**config.mk**
```make
export PLATFORM = sky130hd
export DESIGN_NAME = z80_bus_initiator
export DESIGN_NICKNAME = d
export VERILOG_FILES = /design/src/rtl/z80_bus_initiator.sv
export SDC_FILE = /design/constraint.sdc
export NUM_CORES = 1
export LEC_CHECK = 0
export BUFFER_PORTS_ARGS = -buffer_cell sky130_fd_sc_hd__buf_4
export CORE_MARGIN = 1.5
export CORE_UTILIZATION = 52
export DETAILED_ROUTE_END_ITERATION = 7
export HOLD_SLACK_MARGIN = 0.1
export PLACE_DENSITY = 0.79
export SETUP_SLACK_MARGIN = 0.4
export SLEW_MARGIN = 5
export SYNTH_ARGS = -nofsm -noshare
export SYNTH_HDL_FRONTEND = slang
export SYNTH_SLANG_ARGS = --single-unit
export TNS_END_PERCENT = 30
```
**constraint.sdc**
```tcl
create_clock -name masterclk -period 1.8 [get_ports masterclk]
set_clock_uncertainty 0.05 [all_clocks]
set_input_delay 0 -clock masterclk [delete_from_list [all_inputs] [get_ports masterclk]]
set_output_delay 0 -clock masterclk [all_outputs]
set_load 0.005 [all_outputs]
```
**src/rtl/z80_bus_initiator.sv**
```systemverilog
// Host-side Z80 bus master: turns single-beat requests into Z80 memory/I-O cycles after BUSRQ/BUSACK.
// Optional macro BUS_TIMEOUT_EN aborts a cycle after TIMEOUT_CYCLES wait states.
package z80_bus_pkg;
  typedef struct packed {
    logic [15:0] addr;
    logic [7:0]  dmaster;
    logic        rdn;
    logic        wrn;
    logic        mreqn;
    logic        iorqn;
  } Z80MasterBus;

  typedef struct packed {
    logic [7:0] dslave;
    logic       mwait;
  } Z80SlaveBus;
endpackage

module z80_bus_initiator
  import z80_bus_pkg::*;
#(
  parameter bit          HOLD_BUS       = 1'b0,
  parameter int unsigned TIMEOUT_CYCLES = 255
) (
  input  logic        masterclk,
  input  logic        rst_n,
  input  logic        cen,
  input  logic        req_valid,
  output logic        req_ready,
  input  logic        req_we,
  input  logic        req_io,
  input  logic [15:0] req_addr,
  input  logic [7:0]  req_wdata,
  output logic        rsp_valid,
  input  logic        rsp_ready,
  output logic [7:0]  rsp_rdata,
  output logic        rsp_err,
  output logic        busrq,
  input  logic        busack,
  output Z80MasterBus m_obus,
  input  Z80SlaveBus  m_ibus
);

  typedef enum logic [2:0] {
    IDLE, GRANT, SYNC, T1, T2, TW, T3, RESP
  } state_e;

  localparam Z80MasterBus BusIdle = '{addr: 16'h0000, dmaster: 8'h00,
                                      rdn: 1'b1, wrn: 1'b1, mreqn: 1'b1, iorqn: 1'b1};

  state_e      state_q, state_d;
  logic        busrq_q, busrq_d;
  logic        reqReady_q, reqReady_d;
  logic        rspValid_q, rspValid_d;
  logic [7:0]  rspRdata_q, rspRdata_d;
  logic        rspErr_q, rspErr_d;
  logic        we_q, we_d;
  logic        io_q, io_d;
  logic [15:0] addr_q, addr_d;
  logic [7:0]  wdata_q, wdata_d;
  Z80MasterBus bus_q, bus_d;
  logic        busLost;

`ifdef BUS_TIMEOUT_EN
  localparam logic [7:0] TimeoutLimit = 8'(TIMEOUT_CYCLES);
  logic [7:0] twCnt_q, twCnt_d;
`else
  logic unusedTimeout;
  assign unusedTimeout = ^TIMEOUT_CYCLES;
`endif

  // Address and data stay on the bus after a cycle; only the strobes are released.
  function automatic Z80MasterBus releaseStrobes(input Z80MasterBus b);
    Z80MasterBus r;
    r       = b;
    r.rdn   = 1'b1;
    r.wrn   = 1'b1;
    r.mreqn = 1'b1;
    r.iorqn = 1'b1;
    return r;
  endfunction

  assign busLost = !busack && (state_q == T1 || state_q == T2 ||
                               state_q == TW || state_q == T3);

  always_comb begin
    state_d    = state_q;
    busrq_d    = busrq_q;
    rspValid_d = rspValid_q;
    rspRdata_d = rspRdata_q;
    rspErr_d   = rspErr_q;
    we_d       = we_q;
    io_d       = io_q;
    addr_d     = addr_q;
    wdata_d    = wdata_q;
    bus_d      = bus_q;
`ifdef BUS_TIMEOUT_EN
    twCnt_d    = twCnt_q;
`endif

    if (busLost) begin
      bus_d      = releaseStrobes(bus_q);
      rspErr_d   = 1'b1;
      rspValid_d = 1'b1;
      state_d    = RESP;
    end else begin
      case (state_q)
        IDLE: begin
          if (req_valid && reqReady_q) begin
            we_d       = req_we;
            io_d       = req_io;
            addr_d     = req_addr;
            wdata_d    = req_wdata;
            rspRdata_d = 8'h00;
            rspErr_d   = 1'b0;
            busrq_d    = 1'b1;
            state_d    = GRANT;
          end else if (!req_valid) begin
            busrq_d = 1'b0;
          end
        end
        GRANT: begin
          if (busack) state_d = SYNC;
        end
        SYNC: begin
          if (cen) begin
            bus_d.addr  = addr_q;
            bus_d.mreqn = io_q;
            bus_d.iorqn = !io_q;
            bus_d.rdn   = we_q;
            if (we_q) bus_d.dmaster = wdata_q;
            state_d = T1;
          end
        end
        T1: begin
          if (cen) begin
            if (we_q) bus_d.wrn = 1'b0;
`ifdef BUS_TIMEOUT_EN
            twCnt_d = 8'd0;
`endif
            state_d = T2;
          end
        end
        T2: begin
          if (cen) begin
            if (m_ibus.mwait) begin
              if (!we_q) rspRdata_d = m_ibus.dslave;
              state_d = T3;
            end else begin
              state_d = TW;
            end
          end
        end
        TW: begin
          if (cen) begin
            if (m_ibus.mwait) begin
              if (!we_q) rspRdata_d = m_ibus.dslave;
              state_d = T3;
            end
`ifdef BUS_TIMEOUT_EN
            else begin
              twCnt_d = twCnt_q + 8'd1;
              if (twCnt_d == TimeoutLimit) begin
                bus_d      = releaseStrobes(bus_q);
                rspRdata_d = 8'hFF;
                rspErr_d   = 1'b1;
                rspValid_d = 1'b1;
                state_d    = RESP;
              end
            end
`endif
          end
        end
        T3: begin
          if (cen) begin
            bus_d      = releaseStrobes(bus_q);
            rspValid_d = 1'b1;
            state_d    = RESP;
          end
        end
        RESP: begin
          if (rsp_ready) begin
            rspValid_d = 1'b0;
            // Holding keeps busack high so the next GRANT falls straight through.
            if (!(HOLD_BUS && req_valid)) busrq_d = 1'b0;
            state_d = IDLE;
          end
        end
        default: state_d = IDLE;
      endcase
    end

    reqReady_d = (state_d == IDLE);
  end

  always_ff @(posedge masterclk or negedge rst_n) begin
    if (!rst_n) begin
      state_q    <= IDLE;
      busrq_q    <= 1'b0;
      reqReady_q <= 1'b0;
      rspValid_q <= 1'b0;
      rspRdata_q <= 8'h00;
      rspErr_q   <= 1'b0;
      we_q       <= 1'b0;
      io_q       <= 1'b0;
      addr_q     <= 16'h0000;
      wdata_q    <= 8'h00;
      bus_q      <= BusIdle;
`ifdef BUS_TIMEOUT_EN
      twCnt_q    <= 8'd0;
`endif
    end else begin
      state_q    <= state_d;
      busrq_q    <= busrq_d;
      reqReady_q <= reqReady_d;
      rspValid_q <= rspValid_d;
      rspRdata_q <= rspRdata_d;
      rspErr_q   <= rspErr_d;
      we_q       <= we_d;
      io_q       <= io_d;
      addr_q     <= addr_d;
      wdata_q    <= wdata_d;
      bus_q      <= bus_d;
`ifdef BUS_TIMEOUT_EN
      twCnt_q    <= twCnt_d;
`endif
    end
  end

  assign req_ready = reqReady_q;
  assign rsp_valid = rspValid_q;
  assign rsp_rdata = rspRdata_q;
  assign rsp_err   = rspErr_q;
  assign busrq     = busrq_q;
  assign m_obus    = bus_q;

endmodule
```
==> key figures, run 1 <==
Synth
  – Mean Syn Cell Area: 12.8 sq um
  – Gate Count Post-Synth: 229
  – Sequential share of the synthesized area: 59.2%
  – Mapped Area: 2920 sq um
  – Leading area contributor after synthesis: dfrtp_1
  – Synth warn: 0
  – Syn Nets: 270
  – Yosys reg bits: 69
  – Synth top area share: 55.6%
  – Top post-synthesis cells by area: dfrtp_1 (56%), mux2_1 (16%), nand2_1 (4.1%), dfstp_2 (3.6%), mux2i_1 (2.7%)
  – Netlist cell types: 39

Cells and area
  – Commonest non-fill, non-tap cell in the layout: buf_4
  – Number of diodes: 0
  – Sequential cell area: 1730 sq um
  – Area taken by multi-input logic gates: 1140 sq um
  – Nets: 414
  – Share of cells above drive strength 1: 38.4%
  – Most frequent cells in the layout: buf_4 (92), dfrtp_1 (65), dlygate4sd3_1 (40), mux2_1 (34), nand2_1 (32)
  – Fill cells: 284
  – Design area: 4460 sq um
  – Area Growth Syn to Fin: 52.6%

Critical path
  – Critical Path RT: 1.98 ns
  – Reg2reg end: rsp_rdata[6]
  – Reg2reg path depth: 7
  – Number of buffers and inverters on the critical path: 3
  – Crit-path max cell delay: 0.40 ns
  – CP arrival: 1.89 ns
  – RR Startpoint: state_q[2]
  – Startpoint types: flop
  – CP endpoint kind: flop
  – Cell Chain, Critical Path: buf_6 > nor3_4 > and3_4 > buf_12 > o21ai_4 > buf_6 > mux2i_4
  – Kind of critical path: reg -> reg
  – Worst Setup SP: state_q[2]
  – Most frequent cell on the critical path: buf_6
  – Worst-path fanout max: 7
  – Cell family with most CP delay: simple AND/OR/NAND/NOR gates
  – Reg2reg setup slack: 0.09 ns
  – Highest-delay cell along the critical path: dfrtp_1

Routing
  – Pre-Repair DR Iteration Count: 6
  – # DRC: 0
  – Via/cell ratio: 5.34
  – Avg WL per Cell: 17.9 microns
  – 1st-iter DRT viols: 155
  – Antenna Nets Post-Route: 0
  – Total number of vias: 2403
  – Total wire length: 8060 microns

Floorplan
  – Initial Utilization: 53.4%
  – # IOs: 81
  – Die height: 78.0 microns
  – Die area: 6080 sq um
  – Die X-Extent: 78.0 microns
  – Row cnt: 27
  – Core area: 5470 sq um

Power and ir drop
  – Leak: 0.00227 uW
  – Worst vdd ir: 0.716 mV
  – Pwr Density: 1330 nW/um^2

GRT
  – Grt ovf: 0
  – Initial antenna violation count: 0
  – All-layer global routing usage: 23.8%
  – Largest net degree at the start of global routing: 37
  – Vias in the first global route: 2306
  – First-pass GRT wire length: 11100 microns

STA
  – Worst slew pin tran: 0.478 ns
  – Relative slew slack: 68.1%
  – Tmin final: 1.71 ns
  – RSZ-0062 raised after global routing: true
  – Tcrit/Tclk final: 95.2%
  – Peak Freq: 583 MHz
  – Setup-failing EPs final: 0
  – Final Hold Fails: 0
  – Hold slack: 0.108 ns
  – Setup ws final: 0.0859 ns
  – Slew Viols, Final: 0
  – Setup TNS: 0 ns

Hold path
  – HP Class: in -> async

Clock tree
  – Worst-path clk slew: 0.07 ns
  – Sink Count: 69
  – H-tree levels: 3
  – CTS tree: yes
  – TritonCTS Buffers: 9
  – Clk_lat worst skew: 0.34 ns
  – Root Buffer: clkbuf_8
  – Clk buf depth: 2

Placed design
  – Area after DPL: 3610 sq um
  – Worst slack, placed: 0.152 ns
  – Gpl congestion: 0.828
  – DP HPWL: 3880 microns
  – Buffers on Ports: 80

Outcome
  – Outcome: finished clean

Job
  – Max_cap viols: 0
-- synth_stat cells --
master     count
mux2_1        42
o32a_1         1
a21oi_1        6
o211ai_1       1
nand3b_1       2
nand2_2        1
a21boi_1       1
nor2b_1        1
and3_1         1
o21a_1         1
buf_2          4
a2bb2oi_1      1
buf_4          3
dfstp_2        4
and4bb_1       1
mux2i_1        8
o22a_1         2
o21ai_0        2
inv_1         13
nor3_2         1
a211o_1        1
dfrtp_1       65
nand2_1       32
and4b_4        1
mux2_2         1
o21ai_4        1
nand4_1        1
or3b_1         1
o21ai_1       10
a31oi_1        1
nand3_1        5
or3_1          2
nand2b_1       1
o21bai_2       1
o2111ai_1      2
nor3b_1        1
buf_6          5
or2_2          1
and3b_1        1
-- how the worst max path moves through the flow --
stage / slack (ns) / endpoint / cells past startpoint
after floorplan: 0.24 / addr_q[0] / 5
after global placement: 0.19 / m_obus[17] / 4
after detailed placement: 0.15 / req_ready / 5
after CTS: 0.19 / addr_q[10] / 4
after global routing: 0.05 / rsp_rdata[6] / 7
final: 0.09 / rsp_rdata[6] / 7
-- final cells by class --
cell class	instances	area share, %
Clock inverter	5	0.813
Sequential cell	69	38.8
Timing Repair Buffer	145	28.6
Inverter	13	1.09
Multi-Input combinational cell	135	25.5
Tap cell	72	2.02
Clock buffer	11	3.17
-- layer usage --
metal | GRT usage (%) | vias to the layer above | share of wire (%)
li1 | - | 1080 | -
met1 | 28.9 | 1200 | 40
met2 | 41.2 | 94 | 53
met3 | 5.29 | 29 | 4.0
met4 | 8.93 | 0 | 3.1
met5 | 0 | - | 0
-- sequential cells by signal, indices dropped and copies added, names as in the netlist, 3 cells and up --
name and cells:
m_obus 28, addr_q 16, rsp_rdata 8, wdata_q 8, state_q 3
-- per-stage QoR --
stage,util [%],power [uW],instances
2_1_floorplan,-,3420,229
3_3_place_gp,65.9,4140,377
4_1_cts,78.0,5540,437
6_report,81.6,5910,450
5_1_grt,81.6,6210,450
3_5_place_dp,65.9,4210,377
-- kinds of logic after synthesis --
logic type | synth area share [%]
muxes | 19.3
and+or+nand+nor | 9.29
buffers and inverters | 5.05
DFF | 59.2
AOI/OAI and AO/OA | 7.15
-- worst register-to-register path: cells and delay by family (launching register included) --
family | cells | cell delay, ns
multiplexers | 1 | 0.17
AO/OA/AOI/OAI | 1 | 0.07
AND/OR/NAND/NOR | 2 | 0.47
flip-flops | 1 | 0.40
buffers and inverters | 3 | 0.43
-- power breakdown --
part	leakage [uW]	switching, uW	total, uW	internal, uW
clock	0.0000815	590	1130	537
combinational	0.00127	982	2270	1290
sequential	0.000917	385	2520	2130
total	0.00227	1960	5910	3960
-- what timing repair did --
action / 4_1_cts / 5_1_grt
hold buffers: 40 / 0
gates resized for setup: 9 / 19
cloned: 0 / 4
hold endpoints to repair: 110 / 0
buffers inserted: 4 / 9
pin swaps: 1 / 4
setup endpoints to repair: 65 / 66
No activity file was read; power rests on OpenSTA's default activity.
==> inputs of run 2 (changes only) <==
--- a/config.mk
+++ b/config.mk
@@ -7,10 +7,10 @@
 export LEC_CHECK = 0
 export BUFFER_PORTS_ARGS = -buffer_cell sky130_fd_sc_hd__buf_4
 export CORE_MARGIN = 1.5
-export CORE_UTILIZATION = 52
+export CORE_UTILIZATION = 56
 export DETAILED_ROUTE_END_ITERATION = 7
 export HOLD_SLACK_MARGIN = 0.1
-export PLACE_DENSITY = 0.79
+export PLACE_DENSITY = 0.85
 export SETUP_SLACK_MARGIN = 0.4
 export SLEW_MARGIN = 5
 export SYNTH_ARGS = -nofsm -noshare
==> constraint.sdc (replaced) <==
create_clock -name masterclk -period 2.1 [get_ports masterclk]
set_clock_uncertainty 0.05 [all_clocks]
set_input_delay 0 -clock masterclk [delete_from_list [all_inputs] [get_ports masterclk]]
set_output_delay 0 -clock masterclk [all_outputs]
set_load 0.005 [all_outputs]
==> run 2 against run 1 <==
Net effect: register-to-register slack improved by 0.30 ns; combinational power fell by 22%; hold slack better by 0.13 ns; global-route usage up 3.2 points; worst setup slack improved by 0.30 ns.
==> key figures, run 2 (synthesis gave the netlist of run 1 again) <==
Outcome
  – Outcome: finished clean

Power and ir drop
  – Leak: 0.00224 uW
  – Worst vdd ir: 0.850 mV
  – Pwr Density: 1180 nW/um^2

STA
  – Final Hold Fails: 0
  – Tcrit/Tclk final: 81.4%
  – Setup-failing EPs final: 0
  – Peak Freq: 585 MHz
  – RSZ-0062 raised after global routing: true
  – Tmin final: 1.71 ns
  – Slew Viols, Final: 0
  – Relative slew slack: 44.5%
  – Setup TNS: 0 ns
  – Worst slew pin tran: 0.832 ns

Critical path
  – Kind of critical path: reg -> reg
  – Critical Path RT: 2.32 ns
  – Reg2reg setup slack: 0.39 ns
  – Startpoint types: flop
  – Reg2reg path depth: 6
  – RR Startpoint: state_q[2]
  – CP arrival: 1.93 ns
  – Worst-path fanout max: 11
  – CP endpoint kind: flop
  – Reg2reg end: rsp_rdata[7]

Placed design
  – Dpl cells: 372
  – Gpl congestion: 0.750
  – DP HPWL: 4100 microns
  – Buffers on Ports: 80
  – Area after DPL: 3560 sq um

GRT
  – First-pass GRT wire length: 10800 microns
  – Vias in the first global route: 2199
  – All-layer global routing usage: 27.0%
  – Grt ovf: 0
  – Largest net degree at the start of global routing: 70
  – Initial antenna violation count: 0

Cells and area
  – Nets: 404
  – Number of diodes: 0
  – Commonest non-fill, non-tap cell in the layout: buf_4
  – Share of cells above drive strength 1: 35.3%
  – Largest register FFs: 28
  – Most frequent cells in the layout: buf_4 (90), dfrtp_1 (62), mux2_1 (42), dlygate4sd3_1 (40), nand2_1 (32)
  – Design area: 4360 sq um
  – Fill cells: 243
  – Final std cells w/o fill: 438
  – Area Growth Syn to Fin: 49.0%

Clock tree
  – H-tree levels: 3
  – Clk_lat worst skew: 0.35 ns
  – Sink Count: 69
  – Worst-path clk slew: 0.08 ns
  – TritonCTS Buffers: 9
  – Clk buf depth: 2
  – CTS tree: yes
  – Root Buffer: clkbuf_8

Floorplan
  – Initial Utilization: 57.6%
  – Die X-Extent: 75.3 microns
  – Core area: 5070 sq um
  – Row cnt: 26
  – # IOs: 81
  – Die area: 5660 sq um
  – Die height: 75.3 microns

Routing
  – Total number of vias: 2370
  – Total wire length: 7810 microns
  – 1st-iter DRT viols: 191
  – Avg WL per Cell: 17.8 microns
  – Via/cell ratio: 5.41
  – Pre-Repair DR Iteration Count: 4
  – Antenna Nets Post-Route: 0
  – # DRC: 0

Hold path
  – HP Class: in -> async

Job
  – Max_cap viols: 0
run 2: cell types whose count changed in the layout (fill, tap and decap cells not counted), moves of 3 or more:
cell	change
mux2_1	+8
mux2_4	-8
buf_6	-7
dfrtp_2	+3
dfrtp_1	-3
run 2: worst max path at each step:
stage / from / end / slack (ns) / cells after the start
global route: state_q[2] / rsp_rdata[5] / 0.37 / 6
floorplan: state_q[2] / addr_q[0] / 0.47 / 6
CTS: state_q[0] / addr_q[8] / 0.42 / 4
global placement: state_q[0] / rsp_rdata[5] / 0.35 / 5
finish: state_q[2] / rsp_rdata[7] / 0.39 / 6
detailed placement: state_q[1] / rsp_rdata[6] / 0.28 / 5
run 2: worst max-delay path, cell delays in order, from the launching register on:
cell and delay, ns:
dfrtp_2 0.48, buf_6 0.17, nor2b_2 0.16, and4b_4 0.19
o21ai_4 0.16, buf_12 0.16, mux2i_4 0.26
run 2: per-layer routing:
layer / wire length, microns / global-route usage [%] / vias up
li1: - / - / 1056
met1: 3130 / 31.8 / 1199
met2: 4160 / 48.4 / 95
met3: 340 / 5.76 / 20
met4: 180 / 10.1 / 0
met5: 0 / 0 / -
run 2: cell type report:
cell class	instances	area, sq um	area share [%]
inverters	13	48.8	1.12
multi-input cells	135	1100	25.2
clock buffers	12	165	3.79
clock inverters	4	53.8	1.23
repair buffers	135	1170	26.8
flip-flops and latches	69	1740	39.8
well taps	70	87.6	2.01
run 2: timing repair:
action	in CTS	in global routing
endpoints found under the setup margin	57	40
endpoints found under the hold margin	106	0
hold buffers	40	0
gates cloned	0	1
setup buffers	1	8
pin swaps	1	2
gates resized for setup	7	10
run 2: per-stage QoR:
stage               utilization (%)  hold slack (ns)  total power, uW  setup WS, ns
floorplan                         -           -0.346             2920         0.474
global placement               70.2            0.108             3490         0.353
detailed placement             70.2            0.100             3580         0.280
CTS                            83.3            0.276             4850         0.416
global route                   85.9            0.320             5400         0.366
finish                         85.9            0.235             5150         0.390
run 2: where the power goes:
part	leakage [uW]	switching (uW)	internal, uW	total [uW]
Clock	0.000105	526	650	1180
Sequential	0.000915	356	1830	2190
Combinational	0.00122	797	983	1780
